### src/rtl/rv32i_pkg.sv
// Shared types and constants for the RV32I writeback slice.
package rv32i_pkg;

    localparam int XLEN = 32;

    typedef enum logic [1:0] {
        WB_ALU  = 2'b00,
        WB_LOAD = 2'b01,
        WB_PC4  = 2'b10,
        WB_IMM  = 2'b11
    } wb_sel_t;

    localparam logic [2:0] F3_LB  = 3'b000;
    localparam logic [2:0] F3_LH  = 3'b001;
    localparam logic [2:0] F3_LW  = 3'b010;
    localparam logic [2:0] F3_LBU = 3'b100;
    localparam logic [2:0] F3_LHU = 3'b101;

    typedef enum logic [0:0] {
        WB_IDLE      = 1'b0,
        WB_LOAD_WAIT = 1'b1
    } wb_state_t;

endpackage

### src/rtl/rv32i_load_fmt.sv
// Combinational load data formatter: byte/halfword lane select with sign or zero extension.
module rv32i_load_fmt
    import rv32i_pkg::*;
(
    input  logic [XLEN-1:0] word,
    input  logic [2:0]      funct3,
    input  logic [1:0]      addr_lsb,
    output logic [XLEN-1:0] data,
    output logic            illegal
);

    logic [7:0]  byte_sel;
    logic [15:0] half_sel;

    always_comb begin
        byte_sel = word[7:0];
        case (addr_lsb)
            2'd0:    byte_sel = word[7:0];
            2'd1:    byte_sel = word[15:8];
            2'd2:    byte_sel = word[23:16];
            default: byte_sel = word[31:24];
        endcase
        half_sel = addr_lsb[1] ? word[31:16] : word[15:0];
    end

    // Illegal encodings pass the raw word through so the write data is still defined.
    always_comb begin
        data    = word;
        illegal = 1'b0;
        case (funct3)
            F3_LB:   data = {{24{byte_sel[7]}}, byte_sel};
            F3_LBU:  data = {24'd0, byte_sel};
            F3_LH:   data = {{16{half_sel[15]}}, half_sel};
            F3_LHU:  data = {16'd0, half_sel};
            F3_LW:   data = word;
            default: illegal = 1'b1;
        endcase
    end

endmodule

### src/rtl/rv32i_wb_stage.sv
// RV32I writeback stage: result select, load wait/format, registered register-file write pulse.
// Defining RV32I_WB_INSTRET_EN adds the 64-bit retired-instruction counter and its port.
//
// state        | meaning
// -------------+---------------------------------------------------------
// ST_IDLE      | ready for a new instruction; non-loads retire next cycle
// ST_LOAD_WAIT | load accepted, waiting for mem_rvalid
module rv32i_wb_stage
    import rv32i_pkg::*;
(
    input  logic            clk,
    input  logic            reset,
    input  logic            in_valid,
    output logic            in_ready,
    input  logic [4:0]      rd_reg,
    input  logic            rd_we,
    input  logic [1:0]      wb_sel,
    input  logic [XLEN-1:0] alu_result,
    input  logic [XLEN-1:0] pc_plus4,
    input  logic [XLEN-1:0] imm,
    input  logic [2:0]      load_funct3,
    input  logic [1:0]      addr_lsb,
    input  logic [XLEN-1:0] mem_rdata,
    input  logic            mem_rvalid,
    output logic            wb_enable,
    output logic [4:0]      wb_reg,
    output logic [XLEN-1:0] wb_data,
    output logic            load_err
`ifdef RV32I_WB_INSTRET_EN
    ,
    output logic [63:0]     instret
`endif
);

    localparam logic [0:0] ST_IDLE      = WB_IDLE;
    localparam logic [0:0] ST_LOAD_WAIT = WB_LOAD_WAIT;

    logic [0:0]      state;
    logic            accept;
    logic [4:0]      ld_rd;
    logic            ld_we;
    logic [2:0]      ld_f3;
    logic [1:0]      ld_lsb;
    logic [XLEN-1:0] sel_data;
    logic [XLEN-1:0] fmt_data;
    logic            fmt_illegal;

    assign in_ready = (state == ST_IDLE) && reset;
    assign accept   = in_valid && in_ready;

    always_comb begin
        case (wb_sel_t'(wb_sel))
            WB_PC4:  sel_data = pc_plus4;
            WB_IMM:  sel_data = imm;
            default: sel_data = alu_result;
        endcase
    end

    rv32i_load_fmt u_load_fmt (
        .word     (mem_rdata),
        .funct3   (ld_f3),
        .addr_lsb (ld_lsb),
        .data     (fmt_data),
        .illegal  (fmt_illegal)
    );

    always_ff @(posedge clk) begin
        if (!reset) begin
            state     <= ST_IDLE;
            wb_enable <= 1'b0;
            wb_reg    <= 5'd0;
            wb_data   <= '0;
            load_err  <= 1'b0;
            ld_rd     <= 5'd0;
            ld_we     <= 1'b0;
            ld_f3     <= 3'd0;
            ld_lsb    <= 2'd0;
        end else begin
            wb_enable <= 1'b0;
            load_err  <= 1'b0;
            if (state == ST_IDLE) begin
                if (accept) begin
                    if (wb_sel == WB_LOAD) begin
                        ld_rd  <= rd_reg;
                        ld_we  <= rd_we;
                        ld_f3  <= load_funct3;
                        ld_lsb <= addr_lsb;
                        state  <= ST_LOAD_WAIT;
                    end else begin
                        wb_reg    <= rd_reg;
                        wb_data   <= sel_data;
                        wb_enable <= rd_we && (rd_reg != 5'd0);
                    end
                end
            end else if (mem_rvalid) begin
                wb_reg    <= ld_rd;
                wb_data   <= fmt_data;
                wb_enable <= ld_we && (ld_rd != 5'd0) && !fmt_illegal;
                load_err  <= fmt_illegal;
                state     <= ST_IDLE;
            end
        end
    end

`ifdef RV32I_WB_INSTRET_EN
    logic retire;

    // Every retirement slot counts, including x0 targets and illegal loads.
    assign retire = (accept && (wb_sel != WB_LOAD)) || ((state == ST_LOAD_WAIT) && mem_rvalid);

    always_ff @(posedge clk) begin
        if (!reset) begin
            instret <= 64'd0;
        end else if (retire) begin
            instret <= instret + 64'd1;
        end
    end
`endif

endmodule
### config.mk
export PLATFORM = sky130hd
export DESIGN_NAME = rv32i_wb_stage
export DESIGN_NICKNAME = d
export VERILOG_FILES = /design/src/rtl/rv32i_pkg.sv /design/src/rtl/rv32i_load_fmt.sv /design/src/rtl/rv32i_wb_stage.sv
export SDC_FILE = /design/constraint.sdc
export NUM_CORES = 1
export LEC_CHECK = 0
export BUFFER_PORTS_ARGS = -buffer_cell sky130_fd_sc_hd__buf_2
export CORE_UTILIZATION = 48
export CTS_CLUSTER_SIZE = 28
export DETAILED_ROUTE_END_ITERATION = 7
export PLACE_DENSITY = 0.94
export SETUP_SLACK_MARGIN = 0.3
export SLEW_MARGIN = 10
export SYNTH_ARGS = -nofsm -noshare
export SYNTH_HDL_FRONTEND = slang
export SYNTH_HIERARCHICAL = 1
export SYNTH_SLANG_ARGS = --single-unit
### constraint.sdc
create_clock -name clk -period 2.4 [get_ports clk]
set_input_delay 0.12 -clock clk [delete_from_list [all_inputs] [get_ports clk]]
set_output_delay 0.12 -clock clk [all_outputs]
set_load 0.05 [all_outputs]
==> impl_metrics.csv <==
group,metric,value,unit
status,status,"finished clean",
drt,drc_errors,0,
sta,finalCritPeriodShare,0.8510,
sta,fin_setup_tns,0,ps
global_routing,grt_max_degree,65,
global_routing,grt_first_pass_wirelength,21220,um
sta,tightest_slew,681.3,ps
placed_design,hpwl,10410,um
drt,wire_per_inst,20.16,um
setup_path,end_kind,"flip-flop",
drt,firstDrtPassIters,5,
clock_tree,cts.sinks,51,
sta,finalHoldViolations,0,
setup_path,critPathKind,"reg2reg",
die,die_h,93.62,um
pwr,leakage,2.080,nW
setup_path,worstSetupStartpointType,"flip-flop",
global_routing,gr-total-overflow,0,
min_path,worstHoldStart,"load_funct3[0]",
sta,rsz0062_at_grt,"false",
drt,wirelength,14270,um
synthesis,syn_nets,600,
final_layout,syn2layout_area_growth,25.28,%
synthesis,syn_inst,455,
clock_tree,cts_buffer_depth,2,
die,chipWidth,93.62,um
placed_design,gp_congestion,0.9489,
die,core_area,8175,sq um
global_routing,antenna_found_initial,0,
setup_path,reg2reg_depth,5,
synthesis,seq_area_frac_synth,0.2534,
clock_tree,clock_latency,300,ps
synthesis,yosysWarnings,6,
clock_tree,clk_pin_slew,90,ps
final_layout,final_common_cell,"buf_2",
synthesis,syn_area,4029,sq um
synthesis,synth_edf_count,0,
sta,max_freq,0.4896,GHz
sta,finClkSkew,6.615,ps
pwr,peakVddDrop,217.0,uV
clock_tree,cts_buffers,5,
die,initial_core_util,0.4928,
min_path,min_path_type,"in2reg",
global_routing,track_usage,0.3124,
synthesis,ys_types,41,
min_path,hold_depth,3,
final_layout,antennaDiodeCount,0,
final_layout,fin_cells,708,
drt,first_iter_violations,486,
setup_path,cp.required,2570,ps
clock_tree,cts_setup_buffers,0,
clock_tree,tritoncts,"built",
setup_path,crit_start,"ld_lsb[1]",
global_routing,grt_pass1_vias,4291,
synthesis,synth_area_per_cell,8.855,sq um
final_layout,final_nets,747,
setup_path,crit_fanout,8,
synthesis,synthFlopType,"dfxtp_1",
drt,via_count,4570,
sta,slew_violations,0,
sta,fin_crit,2042,ps
flow_run,cap_violations,0,
setup_path,rr_startpoint,"ld_lsb[1]",
drt,vias_per_cell,6.455,
setup_path,arrival,2210,ps
clock_tree,cts_root_buf,"clkbuf_8",
die,die_area,8764,sq um
clock_tree,ctsHoldBuffers,0,
die,io_pins,185,
synthesis,synth-seq-cells,51,
sta,setup_viol,0,
final_layout,largest_reg_flops,32,
placed_design,dp_cells,700,
final_layout,final_cell_mix,"buf_2 (184), nor2_1 (61), dfxtp_1 (48)",
die,rows,33,
pwr,pwr_density_cell,458.1,nW/um^2
synthesis,async_reset_ff_frac,0,
drt,antenna_left,0,
sta,maxSlewHeadroom,0.5458,
final_layout,drive_above_1_share,0.4561,
clock_tree,htreeDepth,2,
placed_design,port-buffer-count,184,
## logic make-up (layout without fill, tap and decap cells)
kind of cell / count (synthesis) / after routing / synth area share
AO/OA/AOI/OAI: 149 / 149 / 0.3252
AND/OR/NAND/NOR: 139 / 139 / 0.1811
buffers and inverters: 70 / 218 / 0.08944
flip-flops: 51 / 51 / 0.2534
multiplexers: 46 / 46 / 0.1509
## metrics by stage
stage | setup WS (ps) | cell area [sq um] | utilization | hold WS, ps | power, W
3_3_place_gp | 298.4 | 4887 | 0.5978 | 388.7 | 0.001730
5_1_grt | 301.1 | 5047 | 0.6174 | 60.74 | 0.002400
6_report | 357.5 | 5047 | 0.6174 | 63.77 | 0.002312
4_1_cts | 304.2 | 4991 | 0.6105 | 65.86 | 0.002299
2_1_floorplan | 426.2 | 4029 | - | 265.9 | 0.001491
3_5_place_dp | 219.2 | 4887 | 0.5978 | 387.2 | 0.001753
## critical path, stage by stage, from the launching register on
cell and delay, ps:
dfxtp_2 390, mux4_2 550, and2_4 190, a221o_1 300, a221oi_1 370, a221oi_2 110
## where the power goes
group | internal [W] | switching, W | leakage [nW]
Clock | 0.000264 | 0.000286 | 0.0515
Combinational | 0.000318 | 0.000513 | 1.61
Sequential | 0.000895 | 0.0000357 | 0.419
Total | 0.00148 | 0.000835 | 2.08
## worst paths after layout
kind	to	slack [ps]
max	wb_data[15]	360
min	ld_f3[0]	60
max reg2reg	wb_data[15]	360
min reg2reg	ld_rd[2]	510
## routing by layer
layer / up-vias / wire length, um / GRT usage / share of wire
met4: 0 / 291 / 0.09487 / 0.020
met5: - / 0 / 0 / 0
met2: 307 / 7115 / 0.5576 / 0.50
met1: 2185 / 5582 / 0.3888 / 0.39
met3: 30 / 1283 / 0.04146 / 0.090
li1: 2048 / - / - / -
## cell type report
class	instances	area, sq um
flip-flops and latches	51	1025
inverters	12	45.04
repair buffers	198	1042
well taps	105	131.4
fillers	706	3128
clock buffers	8	100.1
multi-input cells	334	2704
## timing repair
action,4_1_cts,5_1_grt
gates resized for setup,2,11
endpoints found under the hold margin,0,0
setup endpoints to repair,12,28
pin swaps,0,1
## synth_stat cells (5+ instances only)
cell / number / area share
nor2_1: 61 / 0.057
buf_6: 9 / 0.025
a311oi_1: 8 / 0.017
inv_1: 11 / 0.010
a22o_1: 8 / 0.017
a221o_1: 8 / 0.020
o21ai_0: 31 / 0.039
a221oi_2: 30 / 0.11
mux2_1: 26 / 0.073
mux4_2: 8 / 0.045
mux2_2: 12 / 0.034
clkbuf_1: 26 / 0.024
nand3_1: 16 / 0.020
nand2_1: 7 / 0.0065
nor3b_1: 32 / 0.060
a31oi_1: 5 / 0.0078
a221oi_1: 34 / 0.074
buf_2: 19 / 0.024
a21oi_1: 20 / 0.025
nor2b_1: 10 / 0.016
dfxtp_1: 51 / 0.25
No activity file was read; power rests on OpenSTA's default activity.
